`src/rtl/led_chaser_pkg.sv`:
```
// Shared encodings for the LED chaser: pattern modes, ping-pong direction, bar phase.
// Latency: none (types and constants only).
// Backpressure: not applicable.
package led_chaser_pkg;

  typedef enum logic [1:0] {
    MODE_L2R  = 2'b00,
    MODE_R2L  = 2'b01,
    MODE_PING = 2'b10,
    MODE_BAR  = 2'b11
  } mode_e;

  typedef enum logic {
    DIR_RIGHT = 1'b0,
    DIR_LEFT  = 1'b1
  } dir_e;

  typedef enum logic {
    PHASE_FILL  = 1'b0,
    PHASE_DRAIN = 1'b1
  } phase_e;

endpackage

```
`src/rtl/led_chaser_if.sv`:
```
// Control and display bundle of the LED chaser (run enable, mode, step divisor, pattern, pulses).
// Latency: none (wiring only).
// Backpressure: none; outputs are free-running status, inputs are sampled every cycle.
interface led_chaser_if #(
  parameter int N_LEDS    = 8,
  parameter int DIV_WIDTH = 24
);
  logic                 en;
  logic [1:0]           mode;
  logic [DIV_WIDTH-1:0] div;
  logic [N_LEDS-1:0]    led;
  logic                 tick;
  logic                 wrap;

  modport master (output en, mode, div, input led, tick, wrap);
  modport slave  (input en, mode, div, output led, tick, wrap);
endinterface

```
`src/rtl/led_tick_gen.sv`:
```
// Step prescaler: counts 0..div while enabled and flags the terminal count on tick_raw.
// Latency: tick_raw is combinational from the count register; first flag div+1 enabled cycles after clear.
// Backpressure: en low freezes the count; clr has priority and suppresses tick_raw.
module led_tick_gen #(
  parameter int DIV_WIDTH = 24
) (
  input  logic                 clk,
  input  logic                 reset,
  input  logic                 en,
  input  logic                 clr,
  input  logic [DIV_WIDTH-1:0] div,
  output logic                 tick_raw
);

  logic [DIV_WIDTH-1:0] count;

  // A count already above a freshly lowered div is at no terminal, so it never ticks.
  assign tick_raw = en && !clr && (count == div);

  // Count up to div and wrap; a count stranded above div clears silently.
  always_ff @(posedge clk or negedge reset) begin
    if (!reset) begin
      count <= '0;
    end else if (clr) begin
      count <= '0;
    end else if (en) begin
      if (count >= div) count <= '0;
      else              count <= count + DIV_WIDTH'(1);
    end
  end

endmodule

```
`src/rtl/led_chaser.sv`:
```
// LED chaser: steps a one-hot / ping-pong / bar pattern once per prescaler period.
// Latency: led, tick and wrap are registered; first step div+1 enabled cycles after the 2-cycle reset-release sync.
// Backpressure: en low freezes prescaler and pattern; a mode change reloads the start pattern with no tick.
module led_chaser
  import led_chaser_pkg::*;
#(
  parameter int N_LEDS    = 8,
  parameter int DIV_WIDTH = 24
) (
  input  logic         clk,
  input  logic         reset,
  led_chaser_if.slave  bus
);

  localparam logic [N_LEDS-1:0] ONE_MSB = {1'b1, {(N_LEDS-1){1'b0}}};
  localparam logic [N_LEDS-1:0] ONE_LSB = {{(N_LEDS-1){1'b0}}, 1'b1};

  logic [1:0]        rst_sync;
  logic              active;
  logic              run;
  logic              mode_chg;
  logic              tick_raw;
  mode_e             mode_in;
  mode_e             mode_q;
  dir_e              dir_q, dir_nxt;
  phase_e            phase_q, phase_nxt;
  logic [N_LEDS-1:0] led_q, led_nxt;
  logic              wrap_nxt;
  logic              tick_q, wrap_q;

  function automatic logic [N_LEDS-1:0] start_pat(mode_e m);
    return (m == MODE_R2L) ? ONE_LSB : ONE_MSB;
  endfunction

  // Reset asserts immediately but releases two edges later, keeping the core idle meanwhile.
  always_ff @(posedge clk or negedge reset) begin
    if (!reset) rst_sync <= 2'b00;
    else        rst_sync <= {rst_sync[0], 1'b1};
  end

  assign active   = rst_sync[1];
  assign mode_in  = mode_e'(bus.mode);
  assign run      = active && bus.en;
  assign mode_chg = run && (mode_in != mode_q);

  led_tick_gen #(.DIV_WIDTH(DIV_WIDTH)) u_tick_gen (
    .clk      (clk),
    .reset    (reset),
    .en       (run),
    .clr      (mode_chg),
    .div      (bus.div),
    .tick_raw (tick_raw)
  );

  // Next pattern for one step in the current mode, plus whether it lands on the start pattern.
  always_comb begin
    led_nxt   = led_q;
    dir_nxt   = dir_q;
    phase_nxt = phase_q;
    wrap_nxt  = 1'b0;
    case (mode_q)
      MODE_L2R: begin
        if (led_q[0]) begin
          led_nxt  = ONE_MSB;
          wrap_nxt = 1'b1;
        end else begin
          led_nxt = led_q >> 1;
        end
      end
      MODE_R2L: begin
        if (led_q[N_LEDS-1]) begin
          led_nxt  = ONE_LSB;
          wrap_nxt = 1'b1;
        end else begin
          led_nxt = led_q << 1;
        end
      end
      MODE_PING: begin
        // Turn around on arrival at an end so each endpoint shows only once per period.
        if (dir_q == DIR_RIGHT) begin
          led_nxt = led_q >> 1;
          if (led_q[1]) dir_nxt = DIR_LEFT;
        end else begin
          led_nxt = led_q << 1;
          if (led_q[N_LEDS-2]) begin
            dir_nxt  = DIR_RIGHT;
            wrap_nxt = 1'b1;
          end
        end
      end
      MODE_BAR: begin
        if (phase_q == PHASE_FILL) begin
          led_nxt = {1'b1, led_q[N_LEDS-1:1]};
          if (&led_q[N_LEDS-1:1]) phase_nxt = PHASE_DRAIN;
        end else if (led_q == '0) begin
          led_nxt   = ONE_MSB;
          phase_nxt = PHASE_FILL;
          wrap_nxt  = 1'b1;
        end else begin
          led_nxt = {1'b0, led_q[N_LEDS-1:1]};
        end
      end
      default: ;
    endcase
  end

  // Pattern state: a mode change reloads the start pattern and wins over a coincident step.
  always_ff @(posedge clk or negedge reset) begin
    if (!reset) begin
      led_q   <= ONE_MSB;
      mode_q  <= MODE_L2R;
      dir_q   <= DIR_RIGHT;
      phase_q <= PHASE_FILL;
      tick_q  <= 1'b0;
      wrap_q  <= 1'b0;
    end else begin
      tick_q <= 1'b0;
      wrap_q <= 1'b0;
      if (mode_chg) begin
        led_q   <= start_pat(mode_in);
        mode_q  <= mode_in;
        dir_q   <= DIR_RIGHT;
        phase_q <= PHASE_FILL;
      end else if (tick_raw) begin
        led_q   <= led_nxt;
        dir_q   <= dir_nxt;
        phase_q <= phase_nxt;
        tick_q  <= 1'b1;
        wrap_q  <= wrap_nxt;
      end
    end
  end

  assign bus.led  = led_q;
  assign bus.tick = tick_q;
  assign bus.wrap = wrap_q;

endmodule

```
`src/flat_wrapper.sv`:
```
// flat-port wrapper written by rule: the top's interface ports become plain ports
module led_chaser_flat import led_chaser_pkg::*;
#(
  parameter int N_LEDS    = 8,
  parameter int DIV_WIDTH = 24
)
  (clk, reset, bus_en, bus_mode, bus_div, bus_led, bus_tick, bus_wrap);
  led_chaser_if #(.N_LEDS(N_LEDS), .DIV_WIDTH(DIV_WIDTH)) bus_i ();
  input  logic clk;
  input  logic reset;
  input wire logic [$bits(bus_i.en)-1:0] bus_en;
  input wire logic [$bits(bus_i.mode)-1:0] bus_mode;
  input wire logic [$bits(bus_i.div)-1:0] bus_div;
  output wire logic [$bits(bus_i.led)-1:0] bus_led;
  output wire logic [$bits(bus_i.tick)-1:0] bus_tick;
  output wire logic [$bits(bus_i.wrap)-1:0] bus_wrap;
  assign bus_i.en = bus_en;
  assign bus_i.mode = bus_mode;
  assign bus_i.div = bus_div;
  assign bus_led = bus_i.led;
  assign bus_tick = bus_i.tick;
  assign bus_wrap = bus_i.wrap;
  led_chaser #(.N_LEDS(N_LEDS), .DIV_WIDTH(DIV_WIDTH)) u_core (.clk(clk), .reset(reset), .bus(bus_i));
endmodule
```
`config.mk`:
```
export PLATFORM = sky130hd
export DESIGN_NAME = led_chaser_flat
export DESIGN_NICKNAME = d
export VERILOG_FILES = /design/src/rtl/led_chaser_pkg.sv /design/src/rtl/led_chaser_if.sv /design/src/rtl/led_tick_gen.sv /design/src/rtl/led_chaser.sv /design/src/flat_wrapper.sv
export SDC_FILE = /design/constraint.sdc
export NUM_CORES = 1
export LEC_CHECK = 0
export BUFFER_PORTS_ARGS = -buffer_cell sky130_fd_sc_hd__buf_4
export CORE_MARGIN = 3
export CORE_UTILIZATION = 45
export CTS_BUF_LIST = sky130_fd_sc_hd__clkbuf_4 sky130_fd_sc_hd__clkbuf_8
export CTS_CLUSTER_SIZE = 12
export DETAILED_ROUTE_END_ITERATION = 12
export GPL_TIMING_DRIVEN = 0
export PLACE_DENSITY = 0.64
export SLEW_MARGIN = 20
export SYNTH_ARGS = -nofsm -noshare
export SYNTH_HDL_FRONTEND = slang
export SYNTH_SLANG_ARGS = --single-unit
```
`constraint.sdc`:
```
create_clock -name clk -period 4.3 [get_ports clk]
set_input_delay 0.215 -clock clk [delete_from_list [all_inputs] [get_ports clk]]
set_output_delay 0.215 -clock clk [all_outputs]
set_load 0.05 [all_outputs]
```
==> results.cfg <==
[logic_synthesis]
yosys_warnings = 0
synthFlopType = dfrtp_1
synth_edf_count = 0
async_flop_share_pct = 100
ys_ff_latch = 40
synth-seq-area-share_pct = 34.4
postSynthCellCount = 346
syn_area_per_cell_um2 = 8.41
netlist_area_um2 = 2910
syn_nets = 400
ys_types = 49

[outcome]
status = finished, final reports clean

[flow_run]
drv_cap = 0

[sta]
fmax_mhz = 365
tns_ns = 0
fin_crit_ns = 2.74
worst-slew-pin-transition_ns = 0.700
final_max_slew_viol_count = 0
hold_viol = 0
rsz0062_at_grt = no
fin_skew_ns = 0.00828
post-route-period-util_pct = 63.8
setup_ws_ns = 1.56
setup_viol = 0
maxSlewHeadroom_pct = 53.0

[global_routing]
grt_overflow = 0
grt_max_degree = 41
gr-usage-all-layers_pct = 19.4
antenna_found_initial = 0
grt_pass1_wl_um = 11600
grt_pass1_vias = 2422

[detailed_routing]
via_per_inst = 5.73
drt_first_iter_violations = 163
vias = 2680
drc = 0
drt-total-wl_um = 7040
drt_pass1_iterations = 5
drtAntennaViolNets = 0
wl_per_cell_um = 15.0

[final_layout]
fill_cells = 583
fin_nets = 446
final_util_pct = 55.7
drive_above_1_share_pct = 16.3
area_growth_pct = 16.5
antennaDiodeCount = 0
final_common_cell = nand2_1
final_cell_mix = 43 x nand2_1, 41 x inv_1, 39 x buf_4, 39 x dfrtp_1, 26 x a21oi_1

[power]
leakage_nw = 1.63
power_mw = 0.884
peakVddDrop_uv = 146
switchingPower_mw = 0.286
p_clk_share_pct = 29.1
pwr-share-seq_pct = 46.7
combPwrFrac_pct = 24.2
p_int_mw = 0.598
power_density_nw_per_um2 = 260
p_sw_share_pct = 32.3

[critical_path]
r2r_start = u_core.u_tick_gen.count[22]
arrival_ns = 2.97
cp.required_ns = 4.53
crit_fanout = 6
cp_common_cell = nand2_1
path_class = reg2reg
r2r_slack_ns = 1.56
path_delay_family = simple AND/OR/NAND/NOR gates
crit_path_end_kind = flop
max_stage_delay_ns = 0.53
path_cells = ha_1, nand4_1, nor4_1, nand2_1, nor3_2, nand2_1, a211oi_1, a21o_1
critical_path.startpoint = u_core.u_tick_gen.count[22]
critPathSlowestCell = nor4_1
path_buf_inv = 0
critPathLaunchType = flop

[cts]
post_cts_resized = 0
cts_buffers = 5
h-tree-depth = 2
cts.reportedPaths.clkPinSlew_ns = 0.07
clock_latency_ns = 0.29
clockBufferDepth = 2
clkSinkCount = 40
cts_root_buffer = clkbuf_8
cts_tree = yes

[die]
row_count = 28
num_io_pins = 39
dieArea_um2 = 7470
design.core.area_um2 = 6100
chipHeight_um = 86.4
die_w_um = 86.4
initial_utilization_pct = 47.8

[min_path]
min_from = bus_mode[0]
hold_path_class = in2reg

[place]
preCtsSetupSlack_ns = 1.53
io_buffer_count = 38
place.gp.congestion = 0.855
dp_hpwl_um = 5240
## registers in the layout, summed over array words and instances (netlist names)
| signal | flops |
|---|---|
| u_core.dir_q | 1 |
| u_core.u_tick_gen.count | 24 |
| u_core.phase_q | 1 |
| u_core.bus.tick | 1 |
| u_core.bus.led | 8 |
| u_core.mode_q | 2 |
| u_core.rst_sync | 2 |
| u_core.bus.wrap | 1 |
## area by class of cell
class                   count  area [um^2]  share of cell area [%]
well taps                  75         93.8                    2.77
flip-flops and latches     40         1000                    29.5
inverters                  41          154                    4.54
clock buffers               6         82.6                    2.43
clock inverters             2         10.0                   0.295
repair buffers             39          295                    8.70
plain buffers              11         48.8                    1.44
multi-input cells         254         1710                    50.3
## power by group through the flow
stage	clock, mW	sequential, mW	combinational (mW)
final	0.257	0.412	0.214
after global routing	0.283	0.415	0.238
after CTS	0.265	0.412	0.215
after detailed placement	0	0.419	0.213
after global placement	0	0.419	0.210
after floorplan	0	0.433	0.122
## synth_stat cells, types with 3 or more instances
cell | count | area (um^2)
buf_2 | 3 | 15.0
inv_1 | 41 | 154
a21oi_1 | 26 | 130
o21a_1 | 4 | 30.0
nand4_1 | 11 | 68.8
mux2i_1 | 6 | 60.1
ha_1 | 25 | 313
o31ai_1 | 4 | 30.0
a221o_1 | 3 | 30.0
and3_1 | 5 | 31.3
o21ai_0 | 4 | 20.0
nand3_1 | 18 | 90.1
a21o_1 | 8 | 60.1
nor3_1 | 7 | 35.0
o21ai_1 | 11 | 55.1
dfrtp_1 | 39 | 976
a31oi_1 | 3 | 18.8
a221oi_1 | 4 | 35.0
clkbuf_1 | 7 | 26.3
a211oi_1 | 7 | 52.6
nor2b_1 | 4 | 25.0
nand2_1 | 43 | 161
nor2_1 | 7 | 26.3
and2_1 | 4 | 25.0
nand2b_1 | 3 | 18.8
nor4_1 | 5 | 31.3
o22ai_1 | 12 | 75.1
## repair_timing
| action | 4_1_cts | 5_1_grt |
|---|---|---|
| hold endpoints to repair | 39 | 0 |
| hold buffers | 1 | 0 |
| buffers inserted | 0 | 0 |
## path summary, 6_finish.rpt
kind                                       to  cells after the start
min                          u_core.mode_q[0]                      2
min reg2reg                u_core.rst_sync[1]                      0
max in group asynchronous   u_core.bus.led[7]                      2
max reg2reg                 u_core.bus.led[4]                      8
min in group asynchronous     u_core.bus.tick                      2
max                         u_core.bus.led[4]                      8
## stage by stage
stage	hold slack [ns]	cells	area [um^2]
2_1_floorplan	-0.0806	346	2910
3_3_place_gp	0.228	459	3290
3_5_place_dp	0.230	459	3290
4_1_cts	0.179	468	3390
5_1_grt	0.179	468	3390
6_report	0.188	468	3390
## layer usage
layer  part of all wire (%)  vias up  track usage (%)
met4                   0.45        0             3.82
met2                     46       75             30.6
met1                     49     1248             28.3
met5                      0        -                0
met3                    4.6        4             3.23
li1                       -     1353                -
## cells by family (layout without fill, tap and decap cells)
logic type,Yosys count,in the layout,synth area share (%)
adders and majority gates,25,25,10.7
and+or+nand+nor,122,122,23.1
buffers and inverters,52,99,6.96
DFF,40,40,34.4
AOI/OAI and AO/OA,96,96,21.2
other,1,1,0.129
muxes,8,8,2.84
xor gates and xnor gates,2,2,0.602
Note: power is estimated with default switching activity, not from simulation.
